[src/rtl/add_arbiter.sv]
// Two-requester 8-bit adder front end sharing a 4-bit multi-cycle adder.
// Optional watchdog: define ADD_ARB_TIMEOUT_EN to abort stalled nibble adds.
module add_arbiter (
    input  logic       clk,
    input  logic       rst,
    input  logic       req0,
    input  logic       req1,
    input  logic [7:0] a0,
    input  logic [7:0] b0,
    input  logic [7:0] a1,
    input  logic [7:0] b1,
    output logic       done0,
    output logic       done1,
    output logic [7:0] sum,
    output logic       cout,
    output logic       busy,
    output logic       add_en,
    output logic [3:0] add_a,
    output logic [3:0] add_b,
    output logic       add_cin,
    input  logic [3:0] add_sum,
    input  logic       add_cout,
    input  logic       add_ready,
    output logic       err
);

    typedef enum logic [2:0] {
        IDLE = 3'd0,
        LO   = 3'd1,
        GAP  = 3'd2,
        HI   = 3'd3,
        DONE = 3'd4
    } state_t;

    state_t     state;
    logic       last;
    logic       gnt;
    logic       carry;
    logic [7:0] op_a;
    logic [7:0] op_b;
    logic       pick;
    logic [7:0] pick_a;
    logic [7:0] pick_b;
    logic       timeout;

    // Tie goes to whoever was not served last; a lone requester always wins.
    assign pick   = (req0 & req1) ? ~last : req1;
    assign pick_a = pick ? a1 : a0;
    assign pick_b = pick ? b1 : b0;
    assign busy   = (state != IDLE);

`ifdef ADD_ARB_TIMEOUT_EN
    logic [4:0] wd;
    logic       waiting;

    assign waiting = (state == LO) || (state == HI);
    assign timeout = waiting && !add_ready && (wd == 5'd30);

    always_ff @(posedge clk) begin
        if (rst || !waiting) begin
            wd <= 5'd0;
        end else if (!add_ready) begin
            wd <= wd + 5'd1;
        end
    end

    always_ff @(posedge clk) begin
        if (rst) begin
            err <= 1'b0;
        end else begin
            err <= timeout;
        end
    end
`else
    assign timeout = 1'b0;
    assign err     = 1'b0;
`endif

    always_ff @(posedge clk) begin
        if (rst) begin
            state   <= IDLE;
            last    <= 1'b1;
            gnt     <= 1'b0;
            carry   <= 1'b0;
            op_a    <= 8'd0;
            op_b    <= 8'd0;
            sum     <= 8'd0;
            cout    <= 1'b0;
            done0   <= 1'b0;
            done1   <= 1'b0;
            add_en  <= 1'b0;
            add_a   <= 4'd0;
            add_b   <= 4'd0;
            add_cin <= 1'b0;
        end else begin
            done0 <= 1'b0;
            done1 <= 1'b0;
            unique case (state)
                IDLE: begin
                    if (req0 | req1) begin
                        gnt     <= pick;
                        op_a    <= pick_a;
                        op_b    <= pick_b;
                        add_en  <= 1'b1;
                        add_a   <= pick_a[3:0];
                        add_b   <= pick_b[3:0];
                        add_cin <= 1'b0;
                        state   <= LO;
                    end
                end
                LO: begin
                    if (add_ready) begin
                        sum[3:0] <= add_sum;
                        carry    <= add_cout;
                        add_en   <= 1'b0;
                        add_a    <= 4'd0;
                        add_b    <= 4'd0;
                        add_cin  <= 1'b0;
                        state    <= GAP;
                    end else if (timeout) begin
                        last    <= gnt;
                        add_en  <= 1'b0;
                        add_a   <= 4'd0;
                        add_b   <= 4'd0;
                        add_cin <= 1'b0;
                        state   <= IDLE;
                    end
                end
                GAP: begin
                    add_en  <= 1'b1;
                    add_a   <= op_a[7:4];
                    add_b   <= op_b[7:4];
                    add_cin <= carry;
                    state   <= HI;
                end
                HI: begin
                    if (add_ready) begin
                        sum[7:4] <= add_sum;
                        cout     <= add_cout;
                        add_en   <= 1'b0;
                        add_a    <= 4'd0;
                        add_b    <= 4'd0;
                        add_cin  <= 1'b0;
                        done0    <= ~gnt;
                        done1    <= gnt;
                        state    <= DONE;
                    end else if (timeout) begin
                        last    <= gnt;
                        add_en  <= 1'b0;
                        add_a   <= 4'd0;
                        add_b   <= 4'd0;
                        add_cin <= 1'b0;
                        state   <= IDLE;
                    end
                end
                DONE: begin
                    last  <= gnt;
                    state <= IDLE;
                end
                default: state <= IDLE;
            endcase
        end
    end

endmodule

[config.mk]
export PLATFORM = sky130hd
export DESIGN_NAME = add_arbiter
export DESIGN_NICKNAME = d
export VERILOG_FILES = /design/src/rtl/add_arbiter.sv
export SDC_FILE = /design/constraint.sdc
export NUM_CORES = 1
export LEC_CHECK = 0
export ABC_AREA = 0
export CORE_ASPECT_RATIO = 1.1
export CORE_MARGIN = 3
export CORE_UTILIZATION = 43
export CTS_CLUSTER_SIZE = 16
export DETAILED_ROUTE_END_ITERATION = 6
export PLACE_DENSITY = 0.85
export SYNTH_ARGS = -nofsm -noshare
export SYNTH_HDL_FRONTEND = slang
export SYNTH_SLANG_ARGS = --single-unit
[constraint.sdc]
create_clock -name clk -period 1.7 [get_ports clk]
set_input_delay 0.34 -clock clk [delete_from_list [all_inputs] [get_ports clk]]
set_output_delay 0.34 -clock clk [all_outputs]
set_load 0.05 [all_outputs]
==> results.json, run 1 <==
{
  "initial_utilization": 0.457,
  "cts-root-buf": "clkbuf_8",
  "seq_area_sq_um": 703,
  "cpPeakStageDelay_ns": 0.66,
  "cts_tree": "done",
  "cts-buffers-inserted": 5,
  "rrSetupSlack_ns": 0.15,
  "port_buffers": 63,
  "path_delay_family": "simple AND/OR/NAND/NOR gates",
  "hold_start": "op_b[6]",
  "whs_endpoint": "op_b[6]",
  "vias_per_cell": 5.42,
  "min_period_ns": 1.62,
  "htree_levels": 2,
  "hold_viol": 0,
  "layout_setup_ws_ns": 0.0761,
  "crit_start": "req1",
  "start_kind": "input pin",
  "reg2reg_depth": 3,
  "critPathKind": "in -> reg",
  "track_usage": 0.195,
  "clk-insertion-delay-late_ns": 0.29,
  "clock.fmax_mhz": 616,
  "ir_worst_vdd_mv": 0.743,
  "leakage_nw": 1.02,
  "critPathSlowestCell": "or4_1",
  "path_clk_slew_ns": 0.07,
  "place.gp.congestion": 0.836,
  "ys_seq_area_frac": 0.413,
  "dieWidth_um": 65.9,
  "final_core_util": 0.684,
  "antenna_found_initial": 0,
  "synth.distinct_cells": 43,
  "syn-num-nets": 218,
  "yosysWarnings": 0,
  "status": "finished clean",
  "path_max_fanout": 8,
  "maxSlewViolCount": 0,
  "wl_mm": 4.57,
  "crit_arrival_ns": 1.78,
  "grt_pass1_wl_mm": 7.21,
  "synth-seq-cells": 35,
  "final_cells": 300,
  "holdBufCountCts": 0,
  "rows": 23,
  "cts_max_path_buffers": 2,
  "grt_pass1_vias": 1551,
  "mappedNetlistArea_sq_um": 1700,
  "r2r_end": "add_b[3]",
  "multi_input_area_sq_um": 873,
  "crit_chain": "clkdlybuf4s50_1, or4_1, a31oi_1, a311oi_1",
  "drt.antenna.violating_nets": 0,
  "firstDrtPassIters": 5,
  "core_area_sq_um": 3710,
  "syn_to_final_growth_pct": 49.7,
  "synth_top_area_frac": 0.413,
  "dp_hpwl_mm": 3.31,
  "die-height_um": 71.9,
  "layout_common_cells": "clkdlybuf4s50_1, buf_4, dfxtp_1, nor2_1, nand2_1",
  "cts_num_sinks": 35,
  "n_antenna_cell": 0,
  "grt.overflow.total": 0,
  "grt_max_degree": 35,
  "fin_crit_sh": 0.955,
  "fillers": 294,
  "power.density_nw_per_um2": 911,
  "vias": 1627,
  "end_kind": "flop",
  "syn_avg_cell_area_sq_um": 9.63,
  "rsz0062_at_grt": "no",
  "layout-drive-gt1-share": 0.252,
  "dpl_worst_slack_ns": -0.272,
  "synthTopCellsByArea": "dfxtp_1, mux2i_1, a221oi_1, o221ai_1, o32ai_1",
  "worstPathRequired_ns": 1.85,
  "timing.rr.start": "state[1]",
  "whs_path_depth": 2,
  "routedWlPerCell_um": 15.2,
  "place_inst": 292,
  "hold_path_class": "reg -> reg",
  "dieArea_sq_um": 4730,
  "setup_viol_count_final": 0,
  "cap_violations": 0,
  "drc": 0,
  "final.setup_skew_ns": 0.00489,
  "synth_largest_area_cell": "dfxtp_1",
  "nets": 291,
  "path_buf_inv": 1,
  "drt_iter0_markers": 131,
  "synthCells": 176,
  "io_pins": 65
}
## timing repair
action / 4_1_cts / 5_1_grt
setup buffers: 0 / 0
resized for setup: 1 / 5
endpoints found under the setup margin: 1 / 17
pin swaps: 0 / 1
## registers in the layout, indices dropped and copies added (netlist names)
signal and count:
add_en 1, op_b 4, sum 8, cout 1, last 1, add_b 4, carry 1, op_a 4
add_a 4, add_cin 1, state 3, done0 1, done1 1, gnt 1
## routing by layer
layer / GRT usage / share of wire
met1: 0.244 / 0.42
met4: 0.0553 / 0.012
met2: 0.335 / 0.53
met3: 0.0408 / 0.043
met5: 0 / 0
## stage by stage
stage	total power [mW]	instance area, sq um	setup TNS (ns)	hold slack [ns]
floorplan	1.31	1700	0	0.431
global placement	1.54	2400	-3.63	0.450
detailed placement	1.55	2400	-4.20	0.465
CTS	2.31	2520	0	0.476
global route	2.40	2540	0	0.501
finish	2.31	2540	0	0.474
## worst register-to-register path: cells and delay by family, from the launching register on
| kind | cells | cell delay (ns) |
|---|---|---|
| compound gates | 2 | 0.32 |
| flops | 1 | 0.39 |
| simple gates | 1 | 0.71 |
## logic make-up after synthesis
family / synth area share
AOI/OAI and AO/OA: 0.270
and+or+nand+nor: 0.165
DFF: 0.413
buffers and inverters: 0.0856
muxes: 0.0590
xor gates and xnor gates: 0.00517
other: 0.00221
## area by class of cell
cell class	instances	area share
clock buffers	5	0.0271
clock inverters	3	0.0187
inverters	12	0.0177
multi-input cells	112	0.344
flip-flops and latches	35	0.277
well taps	50	0.0246
repair buffers	83	0.291
## report_power, final
group	total (mW)	switching (mW)	internal [mW]
sequential	0.937	0.0506	0.886
combinational	0.611	0.328	0.282
clock	0.766	0.322	0.444
total	2.31	0.701	1.61
## synth_stat cells (all sizes together)
master	count
mux2i	10
nand2b	9
conb	1
a311oi	8
nor4	1
nand4b	1
clkbuf	7
or3	1
a221oi	8
clkinv	2
buf	10
a21bo	1
nor2	12
o31ai	1
o21ai	2
a31oi	8
o21bai	1
o41ai	1
a211oi	1
and4bb	1
o221ai	8
nor3b	1
a21boi	2
xor2	1
dfxtp	35
o32ai	8
and2	2
nor3	4
a311o	1
or4	1
nor2b	2
a2111oi	1
nand2	11
inv	10
a21oi	3
## worst max path at each step
| stage | slack [ns] | to | depth (start not counted) |
|---|---|---|---|
| 2_1_floorplan | 0.27 | busy | 4 |
| 3_3_place_gp | -0.25 | add_a[2] | 6 |
| 3_5_place_dp | -0.27 | op_a[7] | 5 |
| 4_1_cts | 0.009 | op_a[7] | 5 |
| 5_1_grt | 0.006 | add_a[3] | 4 |
| 6_report | 0.08 | add_b[3] | 4 |
No activity file was read; power rests on OpenSTA's default activity.
==> inputs of run 2 (changes only) <==
- SETUP_SLACK_MARGIN: unset -> 0.4
==> run 2 against run 1 <==
Against the previous run: global-route usage is 6.5 points higher; critical path depth up 1; largest cell class unchanged; worst hold slack improved by 0.023 ns; worst setup slack better by 0.057 ns; highest routed layer unchanged.
==> results.json, run 2 (synthesized netlist as in run 1, its figures left out) <==
{
  "firstDrtPassIters": 4,
  "worstPathRequired_ns": 1.84,
  "power.density_nw_per_um2": 891,
  "cts_max_path_buffers": 2,
  "hold_path_class": "reg -> reg",
  "layout_setup_ws_ns": 0.133,
  "port_buffers": 63,
  "antenna_found_initial": 0,
  "fin_crit_sh": 0.922,
  "cap_violations": 0,
  "vias_per_cell": 6.07,
  "leakage_nw": 1.23,
  "crit_arrival_ns": 1.71,
  "gr-usage-met2": 0.464,
  "core_area_sq_um": 3710,
  "rows": 23,
  "use_met3": 0.0580,
  "die-height_um": 71.9,
  "setup_tns_ns": 0,
  "hold_viol": 0,
  "dpl_worst_slack_ns": -0.181,
  "dieWidth_um": 65.9,
  "path_max_fanout": 8,
  "grt_pass1_vias": 1798,
  "cts_tree": "done",
  "n_antenna_cell": 0,
  "dieArea_sq_um": 4730,
  "nets": 313,
  "status": "finished clean",
  "grt_max_degree": 35,
  "wl_mm": 7.55,
  "final.setup_skew_ns": 0.00856,
  "cts-buffers-inserted": 5,
  "maxSlewViolCount": 0,
  "end_kind": "flop",
  "busiest_layer": "met2",
  "holdBufCountCts": 0,
  "layout-drive-gt1-share": 0.474,
  "routedWlPerCell_um": 23.4,
  "syn_to_final_growth_pct": 85.5,
  "io_pins": 65,
  "drc": 0,
  "dp_hpwl_mm": 3.25,
  "ir_worst_vdd_mv": 0.690,
  "use_met1": 0.293,
  "rsz0062_at_grt": "yes",
  "drt_iter0_markers": 175,
  "vias": 1953,
  "hold_slack_ns": 0.497,
  "mostFrequentLayoutCell": "clkdlybuf4s50_1",
  "drt.antenna.violating_nets": 0,
  "clk-insertion-delay-late_ns": 0.29,
  "track_usage": 0.260,
  "place.gp.congestion": 0.853,
  "grt_pass1_wl_mm": 9.21,
  "cts-root-buf": "clkbuf_8",
  "grt.overflow.total": 0,
  "fillers": 155,
  "start_kind": "input pin",
  "cts_num_sinks": 35,
  "regMostFlops": "sum",
  "clock.fmax_mhz": 638,
  "critPathKind": "in -> reg",
  "setup_viol_count_final": 0,
  "largest_reg_flops": 8,
  "min_period_ns": 1.57,
  "layout_common_cells": "clkdlybuf4s50_1, buf_4, dfxtp_1, buf_6, nor2_1",
  "path_clk_slew_ns": 0.07,
  "initial_utilization": 0.457,
  "htree_levels": 2
}
[run 2: where the power goes]
group	internal, mW	switching [mW]	total (mW)
sequential	0.886	0.0709	0.957
clock	0.585	0.321	0.906
combinational	0.450	0.488	0.938
[run 2: stage by stage]
step                      utilization  area [sq um]  power [mW]  cells
after CTS                       0.769          2860        2.58    312
final                           0.847          3140        2.80    322
after detailed placement        0.644          2390        1.55    289
after global routing            0.847          3140        2.87    322
after floorplan                     -          1730        1.32    176
after global placement          0.644          2390        1.54    289
[run 2: per-layer routing]
metal  part of all wire  routed length [um]
met5                  0                   0
met4              0.052                 394
met3              0.062                 469
met2               0.51                3850
met1               0.37                2830
[run 2: layout make-up]
cell class	instances	area, sq um	area share
Multi-Input combinational cell	112	1160	0.369
Timing Repair Buffer	105	1030	0.326
Sequential cell	35	708	0.225
Inverter	12	51.3	0.0163
Clock inverter	3	67.6	0.0215
Tap cell	50	62.6	0.0199
Clock buffer	5	68.8	0.0219
[run 2: path summary, 6_finish.rpt]
| kind | to | slack [ns] | depth (start not counted) | startpoint |
|---|---|---|---|---|
| worst max-delay path | add_b[0] | 0.13 | 5 | req0 |
| worst min-delay path | op_a[7] | 0.50 | 2 | op_a[7] |
| worst max register to register | add_b[0] | 0.14 | 4 | state[0] |
| worst min register to register | op_a[7] | 0.50 | 2 | op_a[7] |
[run 2: what timing repair did]
| item | 4_1_cts | 5_1_grt |
|---|---|---|
| gates cloned | 1 | 0 |
| endpoints found under the hold margin | 0 | 0 |
| buffers inserted | 14 | 10 |
| pin swaps | 26 | 20 |
| setup endpoints to repair | 32 | 33 |
| gates resized for setup | 47 | 43 |
[run 2: critical path, cell delays in order]
cell and delay (ns):
clkdlybuf4s15_2 0.22, buf_6 0.15, or4_4 0.65, a31oi_4 0.28, a311oi_2 0.06
